<file path="src/rtl/chip7458_pkg.sv">
// chip7458_pkg: shared vector sizing, FSM state type and the 7458 golden function.
package chip7458_pkg;
  localparam int VEC_W = 10;
  localparam int NUM_VEC = 1024;
  typedef enum logic [2:0] {IDLE, DRIVE, SETTLE, CHECK, DONE} state_t;
  function automatic logic [1:0] golden(input logic [VEC_W-1:0] v);
    return {(v[6] & v[7]) | (v[8] & v[9]), (v[0] & v[1] & v[2]) | (v[3] & v[4] & v[5])};
  endfunction
endpackage

</file>
<file path="src/rtl/chip7458_golden.sv">
// chip7458_golden: combinational expected {p2y,p1y} for a vector.
module chip7458_golden
  import chip7458_pkg::*;
(
  input  logic [VEC_W-1:0] vec,
  output logic [1:0]       exp_y
);
  assign exp_y = golden(vec);
endmodule

</file>
<file path="src/rtl/chip7458_exerciser.sv">
// chip7458_exerciser: sweeps all 7458 input vectors and checks responses; CHIP7458_EXERCISER_STOP_ON_FAIL_EN stops at first mismatch.
module chip7458_exerciser
  import chip7458_pkg::*;
#(
  parameter int SETTLE_CYC = 2,
  parameter int ERR_W = 11
) (
  input  logic             clk,
  input  logic             reset,
  input  logic             start,
  output logic             busy,
  output logic             done,
  output logic             pass,
  output logic [ERR_W-1:0] err_cnt,
  output logic [9:0]       first_fail_vec,
  output logic             p1a,
  output logic             p1b,
  output logic             p1c,
  output logic             p1d,
  output logic             p1e,
  output logic             p1f,
  output logic             p2a,
  output logic             p2b,
  output logic             p2c,
  output logic             p2d,
  input  logic             p1y,
  input  logic             p2y
);
  localparam int CW = SETTLE_CYC > 1 ? $clog2(SETTLE_CYC) : 1;
  state_t state, nxt;
  logic [VEC_W-1:0] vec, drv;
  logic [CW-1:0] cnt;
  logic [1:0] exp_y;
  logic mismatch, last, stop, idle_start;
  chip7458_golden u_golden (.vec(vec), .exp_y(exp_y));
  assign mismatch = (p1y != exp_y[0]) | (p2y != exp_y[1]);
  assign last = vec == VEC_W'(NUM_VEC - 1);
`ifdef CHIP7458_EXERCISER_STOP_ON_FAIL_EN
  assign stop = last | mismatch;
`else
  assign stop = last;
`endif
  assign idle_start = start & (state == IDLE | state == DONE);
  assign {p2d, p2c, p2b, p2a, p1f, p1e, p1d, p1c, p1b, p1a} = drv;
  always_ff @(posedge clk)
    state <= reset ? IDLE : nxt;
  always_comb begin
    nxt = state;
    case (state)
      IDLE, DONE: nxt = start ? DRIVE : state;
      DRIVE:      nxt = SETTLE_CYC == 0 ? CHECK : SETTLE;
      SETTLE:     nxt = cnt == '0 ? CHECK : SETTLE;
      CHECK:      nxt = stop ? DONE : DRIVE;
      default:    nxt = IDLE;
    endcase
  end
  always_comb begin
    busy = state == DRIVE | state == SETTLE | state == CHECK;
    done = state == DONE;
    pass = done & (err_cnt == '0);
  end
  always_ff @(posedge clk) begin
    if (reset) begin
      vec <= '0;
      drv <= '0;
      cnt <= '0;
      err_cnt <= '0;
      first_fail_vec <= '0;
    end else begin
      if (idle_start) begin
        vec <= '0;
        err_cnt <= '0;
        first_fail_vec <= '0;
      end
      if (state == DRIVE) begin
        drv <= vec;
        cnt <= CW'(SETTLE_CYC > 0 ? SETTLE_CYC - 1 : 0);
      end
      if (state == SETTLE) cnt <= cnt - 1'b1;
      if (state == CHECK) begin
        if (mismatch) begin
          err_cnt <= &err_cnt ? err_cnt : err_cnt + 1'b1;
          first_fail_vec <= err_cnt == '0 ? vec : first_fail_vec;
        end
        vec <= stop ? vec : vec + 1'b1;
      end
    end
  end
endmodule

</file>
<file path="config.mk">
export PLATFORM = sky130hd
export DESIGN_NAME = chip7458_exerciser
export DESIGN_NICKNAME = d
export VERILOG_FILES = /design/src/rtl/chip7458_pkg.sv /design/src/rtl/chip7458_golden.sv /design/src/rtl/chip7458_exerciser.sv
export SDC_FILE = /design/constraint.sdc
export NUM_CORES = 1
export LEC_CHECK = 0
export CORE_MARGIN = 2
export CORE_UTILIZATION = 56
export CTS_BUF_LIST = sky130_fd_sc_hd__clkbuf_4
export DETAILED_ROUTE_END_ITERATION = 12
export GPL_TIMING_DRIVEN = 0
export PLACE_DENSITY = 0.85
export SYNTH_ARGS = -nofsm -noshare
export SYNTH_HDL_FRONTEND = slang
export SYNTH_SLANG_ARGS = --single-unit
</file>
<file path="constraint.sdc">
create_clock -name clk -period 4.1 [get_ports clk]
set_input_delay 0.41 -clock clk [delete_from_list [all_inputs] [get_ports clk]]
set_output_delay 0.41 -clock clk [all_outputs]
set_load 0.01 [all_outputs]
</file>
**Word level (Yosys, flattened, before mapping)**

Index checks and enable logic that the tools add are counted.

- Memory bits (read-only): 0
- Bits of input ports: 5
- Bits in writable memories: 0
- Logic and storage cells: 58
- Output and inout port bits: 34
- Bits in registers: 45
- Memories kept: 0
- Bits in latches: 0

- Equal/unequal tests: 11
- Add/sub/neg operators: 3
- Bitwise gates (word level): 14
- Div/mod/pow operators: 0
- Reduce and logical (&&, ||, !) cells: 7
- Magnitude comparators: 0
- $mul: 0
- Muxes and demuxes: 17
- Shifts and indexed selects: 0

Operators with widths:

| kind | count |
|---|---|
| $mux 10 | 7 |
| $mux 11 | 4 |
| $pmux 3 s4 | 1 |
| $add 11x1->11 const B | 1 |
| $logic_not 11->1 | 1 |
| $reduce_and 11->1 | 1 |
| $add 10x1->10 const B | 1 |
| $eq 10x10->1 const B | 1 |
| $and 1x1->1 | 8 |
| $eq 3x2->1 const B | 2 |
| $mux 3 | 2 |
| $or 1x1->1 | 6 |
| $ne 2x2->1 const B | 2 |
| $reduce_bool 2->1 | 2 |
| $eq 3x1->1 const B | 1 |
| $eq 3x3->1 const B | 1 |
| $logic_not 3->1 | 1 |
| $mux 1 | 3 |
| $ne 3x2->1 const B | 1 |
| $ne 3x3->1 const B | 1 |
| $ne 1x1->1 | 2 |
| $reduce_and 2->1 | 1 |
| $reduce_or 2->1 | 1 |
| $sub 1x1->1 const B | 1 |

**Logic depth before layout (Yosys ltp)**

Gate-level depths: netlist of the first run.

- Word-level depth: 7
- Gate-level depth with buffers: 8
- Mapped depth without buffers: 7

**Modules after synthesis**

Synthesis of the first run repeated with hierarchy kept, for this count alone.

- Cell total of the unflattened synthesis: 249
- Area, all modules: 2,173.3 sq um

Modules (own cells, without submodules):

| module | cells each | area an instance (sq um) | instances | seq. area each (sq um) |
|---|---|---|---|---|
| chip7458_exerciser | 245 | 2,150.8 | 1 | 900.9 |
| chip7458_golden | 4 | 22.5 | 1 | 0.0 |

**Worst setup path after synthesis of the first run**

OpenSTA, ideal clock, no wires.

- Path type: register to register
- Start: register vec[0]
- End: register err_cnt[8]
- Clock period less this slack: 1,850 ps
- Arrival time: 1,719 ps
- Slack: 2,250 ps
- Buffers on the path: 1
- Data required time: 3,969 ps
- Library setup time: 131 ps
- Stages on the path, launching flop included: 9
- Cells stage by stage: dfxtp_1 > ha_1 > ha_1 > a31oi_2 > xnor2_2 > o21ai_2 > buf_2 > o311ai_0 > o21ai_1

- Cells in the longest elaborated chain, start to end: 7
- Elaborated cells between the ends (all ways): 8
- Those cells by class: eq/ne: 2; mux: 2; bitwise: 4

Ends and longest elaborated chain:

| item | line | text |
|---|---|---|
| start, declared | chip7458_exerciser.sv:31 | `logic [VEC_W-1:0] vec, drv;` |
| start signal, assigned | chip7458_exerciser.sv:85 | `vec <= stop ? vec : vec + 1'b1;` |
| $and 1x1->1 (*) (2 in a row) | chip7458_pkg.sv:7 | `return {(v[6] & v[7]) \| (v[8] & v[9]), (v[0] & v[1] & v[2]) \| (v[3] & v[4] & v[5])};` |
| $or 1x1->1 (*) | chip7458_pkg.sv:7 |  |
| $ne 1x1->1 (*) | chip7458_exerciser.sv:36 | `assign mismatch = (p1y != exp_y[0]) \| (p2y != exp_y[1]);` |
| $or 1x1->1 (*) | chip7458_exerciser.sv:36 |  |
| $mux 11 | chip7458_exerciser.sv:81 | `if (mismatch) begin` |
| $mux 11 | chip7458_exerciser.sv:80 | `if (state == CHECK) begin` |
| end signal, assigned | chip7458_exerciser.sv:82 | `err_cnt <= &err_cnt ? err_cnt : err_cnt + 1'b1;` |
| end, declared | chip7458_exerciser.sv:14 | `output logic [ERR_W-1:0] err_cnt,` |

Mark *: on every way between the ends. The rest lies on a longest branch, timed or not.
A chain may end at the register's enable or synchronous reset.

**Worst setup path in the final report of the first run**

- Start: register err_cnt[4]
- End: output port pass

- Cells in the longest elaborated chain, start to end: 2

Ends and longest elaborated chain:

| item | line | text |
|---|---|---|
| $logic_not 11->1 | chip7458_exerciser.sv:60 | `pass = done & (err_cnt == '0);` |
| $and 1x1->1 | chip7458_exerciser.sv:60 |  |
| end, declared | chip7458_exerciser.sv:13 | `output logic pass,` |

No other way between the ends.

==> results of run 1 <==
-- report_power, final --
part | internal, mW | total (mW) | switching [mW]
registers | 0.453 | 0.467 | 0.0141
clock network | 0.0656 | 0.209 | 0.143
logic | 0.0810 | 0.202 | 0.121
-- worst max path at each step --
stage                                    to  slack, ns
after global routing                   pass       1.53
after CTS                              pass       1.69
after global placement    first_fail_vec[3]       2.02
after detailed placement             vec[0]       1.99
final                                  pass       1.70
after floorplan                  err_cnt[8]       2.25
-- through the flow --
step           instances  hold WS (ns)
6_report             328         0.513
5_1_grt              328         0.533
4_1_cts              328         0.516
3_5_place_dp         320         0.483
3_3_place_gp         320         0.477
2_1_floorplan        234         0.497
-- routing by layer --
metal | vias to the layer above | share of wire, % | GRT usage [%]
met5 | - | 0 | 0
met4 | 0 | 0.46 | 5.47
met3 | 2 | 4.0 | 3.77
met2 | 37 | 48 | 39.5
met1 | 845 | 47 | 31.0
li1 | 922 | - | -
-- worst min-delay path, delay by kind of cell (launching register included) --
family | cells | cell delay, ns
flip-flops | 1 | 0.35
AND/OR/NAND/NOR | 1 | 0.07
multiplexers | 1 | 0.06
-- registers in the layout, summed over array words and instances, names as in the netlist --
register        cells
cnt                 1
vec                10
state               3
drv                10
err_cnt            11
first_fail_vec     10
-- synthesized netlist by cell type, drive strengths merged --
cell type | n | share of area [%]
and3 | 3 | 0.89
o211ai | 3 | 1.1
nor3 | 6 | 1.7
nand2 | 10 | 1.8
o22a | 1 | 0.41
o41ai | 1 | 0.41
nor2 | 41 | 7.4
nand3b | 4 | 1.4
nor2b | 1 | 0.30
a211oi | 1 | 0.35
nand4 | 7 | 2.1
nand2b | 1 | 0.30
a22oi | 1 | 1.0
inv | 6 | 1.1
a21oi | 11 | 2.6
o311ai | 2 | 0.83
a31oi | 2 | 0.89
ha | 4 | 2.4
and3b | 1 | 0.41
mux2i | 21 | 9.9
xor2 | 4 | 1.7
clkbuf | 5 | 0.89
xnor2 | 8 | 4.0
nand3 | 8 | 2.1
o31a | 1 | 0.41
o2111ai | 1 | 0.41
or3 | 6 | 1.8
o31ai | 4 | 1.4
o21bai | 1 | 0.35
or4 | 4 | 1.4
buf | 9 | 2.7
o21ai | 7 | 1.8
dfxtp | 45 | 42
o21a | 1 | 0.35
or2 | 1 | 0.30
nor4 | 2 | 0.89
-- placed cells by master, fill, tap and decap left out, types with 2 or more instances in the layout --
cell type,instances
clkinv_1,2
buf_4,2
a21oi_1,11
nand3b_1,4
xnor2_2,2
dfxtp_1,45
clkdlybuf4s50_1,38
nand4_1,7
or4_1,4
nand2_1,10
o31ai_1,4
nor2_1,40
clkbuf_4,5
clkbuf_1,5
buf_2,6
ha_1,4
xor2_1,4
o211ai_1,3
mux2i_1,21
inv_1,6
and3_1,3
nor3_1,5
nand3_1,7
or3_1,6
o21ai_0,5
xnor2_1,6
-- kinds of logic after synthesis --
kind of cell | count (synthesis) | synth area share [%]
compound gates | 37 | 12.3
xor+xnor | 12 | 5.66
fa+ha+maj | 4 | 2.36
buf+inv | 20 | 4.60
flops | 45 | 42.5
mux | 21 | 9.91
simple gates | 95 | 22.7
-- final cells by class --
class | instances | area, µm² | area share, %
buffer | 14 | 75.1 | 2.87
clock buffer | 5 | 37.5 | 1.44
timing repair buffer | 38 | 380 | 14.5
clock inverter | 3 | 16.3 | 0.622
tap | 48 | 60.1 | 2.30
sequential | 45 | 901 | 34.4
multi-input combinational | 169 | 1120 | 42.9
inverter | 6 | 22.5 | 0.861
==> metrics.md, run 1 <==
| Metric | Value |
|---|---|
| TritonCTS buffer count | `5` |
| Util after Layout | `71.4%` |
| Synth cell types | `47` |
| Antenna violations before repair | `0` |
| Synth-to-layout area growth | `23.3%` |
| TNS Setup | `0 ns` |
| Clk slew on worst S/H paths | `0.13 ns` |
| Clock period minus worst slack | `2.40 ns` |
| CP peak stage delay | `0.56 ns` |
| Pin count of the biggest net entering global routing | `15` |
| Fin area | `2620 µm²` |
| Yosys Warn Count | `0` |
| Drt wl/cell | `between 10 and 15 µm` |
| Mapped Cells | `roughly 230` |
| Die Height | `between 60 and 70 µm` |
| GP Congestion | `0.874` |
| MaxCap Viol Count | `0` |
| DRC viols | `0` |
| Share of cells above drive strength 1 | `8.93%` |
| Mapped Nets | `approximately 240` |
| Pre-antenna DRT Iters | `4` |
| I/O Pins | `39` |
| Diode count | `0` |
| Worst path cell trace | `nor4_1 -> nand4_1 -> nor2_1 -> clkdlybuf4s50_1` |
| First-pass GRT wire length | `7820 µm` |
| Hold EP | `drv[2]` |
| Starting Density | `57.9%` |
| Leakage power total | `0.984 nW` |
| Die area | `4300 µm²` |
| Place WS | `1.99 ns` |
| Run status | `complete, no violations` |
| CP max stage cell | `clkdlybuf4s50_1` |
| Clock insertion delay at the later pin of the skew report | `between 0.3 and 0.4 ns` |
| Worst Path Required | `between 3 and 4 ns` |
| Hold_sp | `drv[2]` |
| Detailed Route WL | `4570 µm` |
| Total power | `878 µW` |
| Hpwl dp | `3290 µm` |
| Mean Syn Cell Area | `about 9 µm²` |
| CTS tree | `yes` |
| Total core area | `roughly 3700 µm²` |
| Clk sinks | `between 40 and 50` |
| Setup CP Type | `reg -> out` |
| Reg2reg end | `err_cnt[9]` |
| Worst setup EP type | `output pin` |
| Pwr/cell area | `around 340 nW/µm²` |
| Max transition margin | `between 50 and 60%` |
| Nets | `288` |
| Post-CTS resize count | `0` |
| Vias in the first global route | `1688` |
| Final Hold Fails | `0` |
| CP bufs+invs | `1` |
| Worst Hold Depth | `2` |
| Register-to-Register Path Depth | `8` |
| First DRT Iteration DRCs | `106` |
| RSZ-0062 raised after global routing | `false` |
| Fillcell total | `301` |
| Period utilization | `about three fifths` |
| Vias/cell | `between 5 and 6` |
| Post-synthesis sequential area ratio | `42.5%` |
| CTS root buf | `clkbuf_4` |
| GRT Residual Overflow | `0` |
| # rows | `22` |
| Critical path arrival | `1.99 ns` |
| Final setup viols | `0` |
| Placement Cell Area | `2560 µm²` |
| Critical path fanouts, max | `6` |
| Clock Skew | `0.00835 ns` |
| Worst slew pin tran | `0.610 ns` |
| Post-Syn Area | `2120 µm²` |
| RR Startpoint | `vec[0]` |
| Port Buffers | `38` |
| Crit. Startpoint | `err_cnt[4]` |
| Hold Crit Class | `reg -> reg` |
| Flops & latches, synth | `45` |
| Slew Limit Fails | `0` |
| CTS Hold Bufs | `0` |
| Reg2Reg Setup Slack | `about 2.0 ns` |
| Crit path max-delay family | `simple AND/OR/NAND/NOR gates` |
| Setup Buffers After CTS | `0` |
| Die Wd | `about 66 µm` |
| CTS H-Tree Depth | `2` |
| ANT nets after route | `0` |
| Max VDD drop | `around 270 µV` |
| Critical Path Stages | `4` |
| Clock buffer depth | `2` |
| Via count | `approximately 1800` |
| Peak Freq | `0.417 GHz` |
| Setup crit start kind | `flop` |
| Final setup margin | `1.70 ns` |
| Gr usage total | `a little under a quarter` |
(Power assumes the default switching activity.)
==> run 2, diff against run 1 <==
--- a/config.mk
+++ b/config.mk
@@ -6,11 +6,11 @@
 export NUM_CORES = 1
 export LEC_CHECK = 0
 export CORE_MARGIN = 2
-export CORE_UTILIZATION = 56
+export CORE_UTILIZATION = 49
 export CTS_BUF_LIST = sky130_fd_sc_hd__clkbuf_4
 export DETAILED_ROUTE_END_ITERATION = 12
 export GPL_TIMING_DRIVEN = 0
-export PLACE_DENSITY = 0.85
+export PLACE_DENSITY = 0.78
 export SYNTH_ARGS = -nofsm -noshare
 export SYNTH_HDL_FRONTEND = slang
 export SYNTH_SLANG_ARGS = --single-unit
==> constraint.sdc (replaced) <==
create_clock -name clk -period 2.1 [get_ports clk]
set_input_delay 0.21 -clock clk [delete_from_list [all_inputs] [get_ports clk]]
set_output_delay 0.21 -clock clk [all_outputs]
set_load 0.01 [all_outputs]
==> run 2 against run 1 <==
  * Sequential power rose by 96%
  * Global-route usage shrank 4.0 points
  * Final cell count is 0.61% higher
  * Critical endpoint is now err_cnt[9]
==> metrics.md, run 2 (same netlist as run 1, synthesis figures left out) <==
| Metric | Value |
|---|---|
| Run status | `complete, no violations` |
| CTS Hold Bufs | `0` |
| MaxCap Viol Count | `0` |
| Vias in the first global route | `1655` |
| Pre-antenna DRT Iters | `4` |
| Util after Layout | `67.1%` |
| ANT nets after route | `0` |
| Cell Count, Final, Fillers Out | `330` |
| Via count | `1793` |
| TNS Setup | `0 ns` |
| GRT Residual Overflow | `0` |
| DRC viols | `0` |
| CTS H-Tree Depth | `2` |
| Port Buffers | `38` |
| Setup CP Type | `reg -> reg` |
| Clock Skew | `0.00852 ns` |
| Worst slew pin tran | `between 0.6 and 0.7 ns` |
| Largest register FFs | `11` |
| Setup Buffers After CTS | `0` |
| Peak Freq | `roughly 0.50 GHz` |
| Total core area | `4090 µm²` |
| Vias/cell | `5.43` |
| Die Wd | `approximately 70 µm` |
| TritonCTS buffer count | `5` |
| Fillcell total | `345` |
| Most frequent cells in the layout | `nor2_1, dfxtp_1, clkdlybuf4s50_1` |
| Final setup viols | `0` |
| Gr usage total | `19.3%` |
| Max transition margin | `56.9%` |
| First-pass GRT wire length | `7710 µm` |
| Pwr/cell area | `about 700 nW/µm²` |
| Pin count of the biggest net entering global routing | `15` |
| # rows | `23` |
| Clock buffer depth | `2` |
| Period utilization | `95.3%` |
| Hpwl dp | `3200 µm` |
| Synth-to-layout area growth | `29.2%` |
| Slew Limit Fails | `0` |
| CTS tree | `yes` |
| Clk slew on worst S/H paths | `approximately 0.13 ns` |
| Diode count | `0` |
| I/O Pins | `39` |
| RSZ-0062 raised after global routing | `false` |
| First DRT Iteration DRCs | `125` |
| Detailed Route WL | `around 4600 µm` |
| Setup crit start kind | `flop` |
| Total power | `about 2 mW` |
| Worst Path Required | `roughly 2.4 ns` |
| Worst setup EP type | `flop` |
| Leakage power total | `1.05 nW` |
| Die Height | `69.8 µm` |
| Hold WS | `0.515 ns` |
| Critical path arrival | `2.29 ns` |
| Starting Density | `51.9%` |
| Placed Cells | `around 320` |
| Final Hold Fails | `0` |
| Critical path fanouts, max | `10` |
| Register Area | `915 µm²` |
| Clock insertion delay at the later pin of the skew report | `0.35 ns` |
| Share of cells above drive strength 1 | `14.3%` |
| Area taken by multi-input logic gates | `1180 µm²` |
| Largest Register | `err_cnt` |
| Die area | `4870 µm²` |
| GP Congestion | `0.824` |
| Antenna violations before repair | `0` |
| CTS root buf | `clkbuf_4` |
| Most common cell after layout, fill and taps aside | `nor2_1` |
| Nets | `288` |
| Drt wl/cell | `13.8 µm` |
| Max VDD drop | `701 µV` |
| Hold Crit Class | `reg -> reg` |
| Clk sinks | `45` |
| Clock period minus worst slack | `2.00 ns` |
[run 2: per-layer routing]
metal | GRT usage, % | vias to the layer above | wire length (µm)
met5 | 0 | - | 0
met3 | 3.49 | 6 | 246
met2 | 32.5 | 52 | 2150
met4 | 7.05 | 0 | 58
li1 | - | 917 | -
met1 | 24.6 | 818 | 2100
[run 2: per-stage QoR]
stage	cell area [µm²]	worst slack, ns
6_report	2740	0.0994
2_1_floorplan	2120	0.250
3_3_place_gp	2560	0.0421
5_1_grt	2740	0.0251
4_1_cts	2690	0.00904
3_5_place_dp	2560	0.0476
[run 2: area by class of cell]
class | instances | area share [%]
plain buffers | 14 | 2.83
clock buffers | 5 | 1.37
clock inverters | 3 | 2.37
inverters | 6 | 0.822
multi-input cells | 169 | 43.0
flip-flops and latches | 45 | 33.4
well taps | 50 | 2.28
repair buffers | 38 | 14.0
[run 2: path summary, 6_finish.rpt]
check / start / endpoint / slack (ns) / depth (start not counted)
setup reg to reg: vec[0] / err_cnt[9] / 0.1 / 8
hold reg to reg: drv[2] / drv[2] / 0.51 / 2
hold / removal: drv[2] / drv[2] / 0.51 / 2
setup / recovery: vec[0] / err_cnt[9] / 0.1 / 8
[run 2: critical path, stage by stage, from the launching register on]
cell and delay (ns):
dfxtp_4 0.39, ha_1 0.23, ha_2 0.20, a31oi_4 0.19, xnor2_4 0.16, o21ai_2 0.11
buf_4 0.19, nor4_2 0.25, mux2i_1 0.20
[run 2: timing repair]
item,in CTS,in global routing
gates resized for setup,4,19
cloned,0,0
setup endpoints to repair,1,18
pin swaps,0,1
[run 2: where the power goes]
part / leakage, nW / total (mW) / switching, mW / internal [mW]
registers: 0.367 / 0.914 / 0.0302 / 0.884
clock network: 0.0552 / 0.647 / 0.278 / 0.369
logic: 0.625 / 0.406 / 0.237 / 0.168
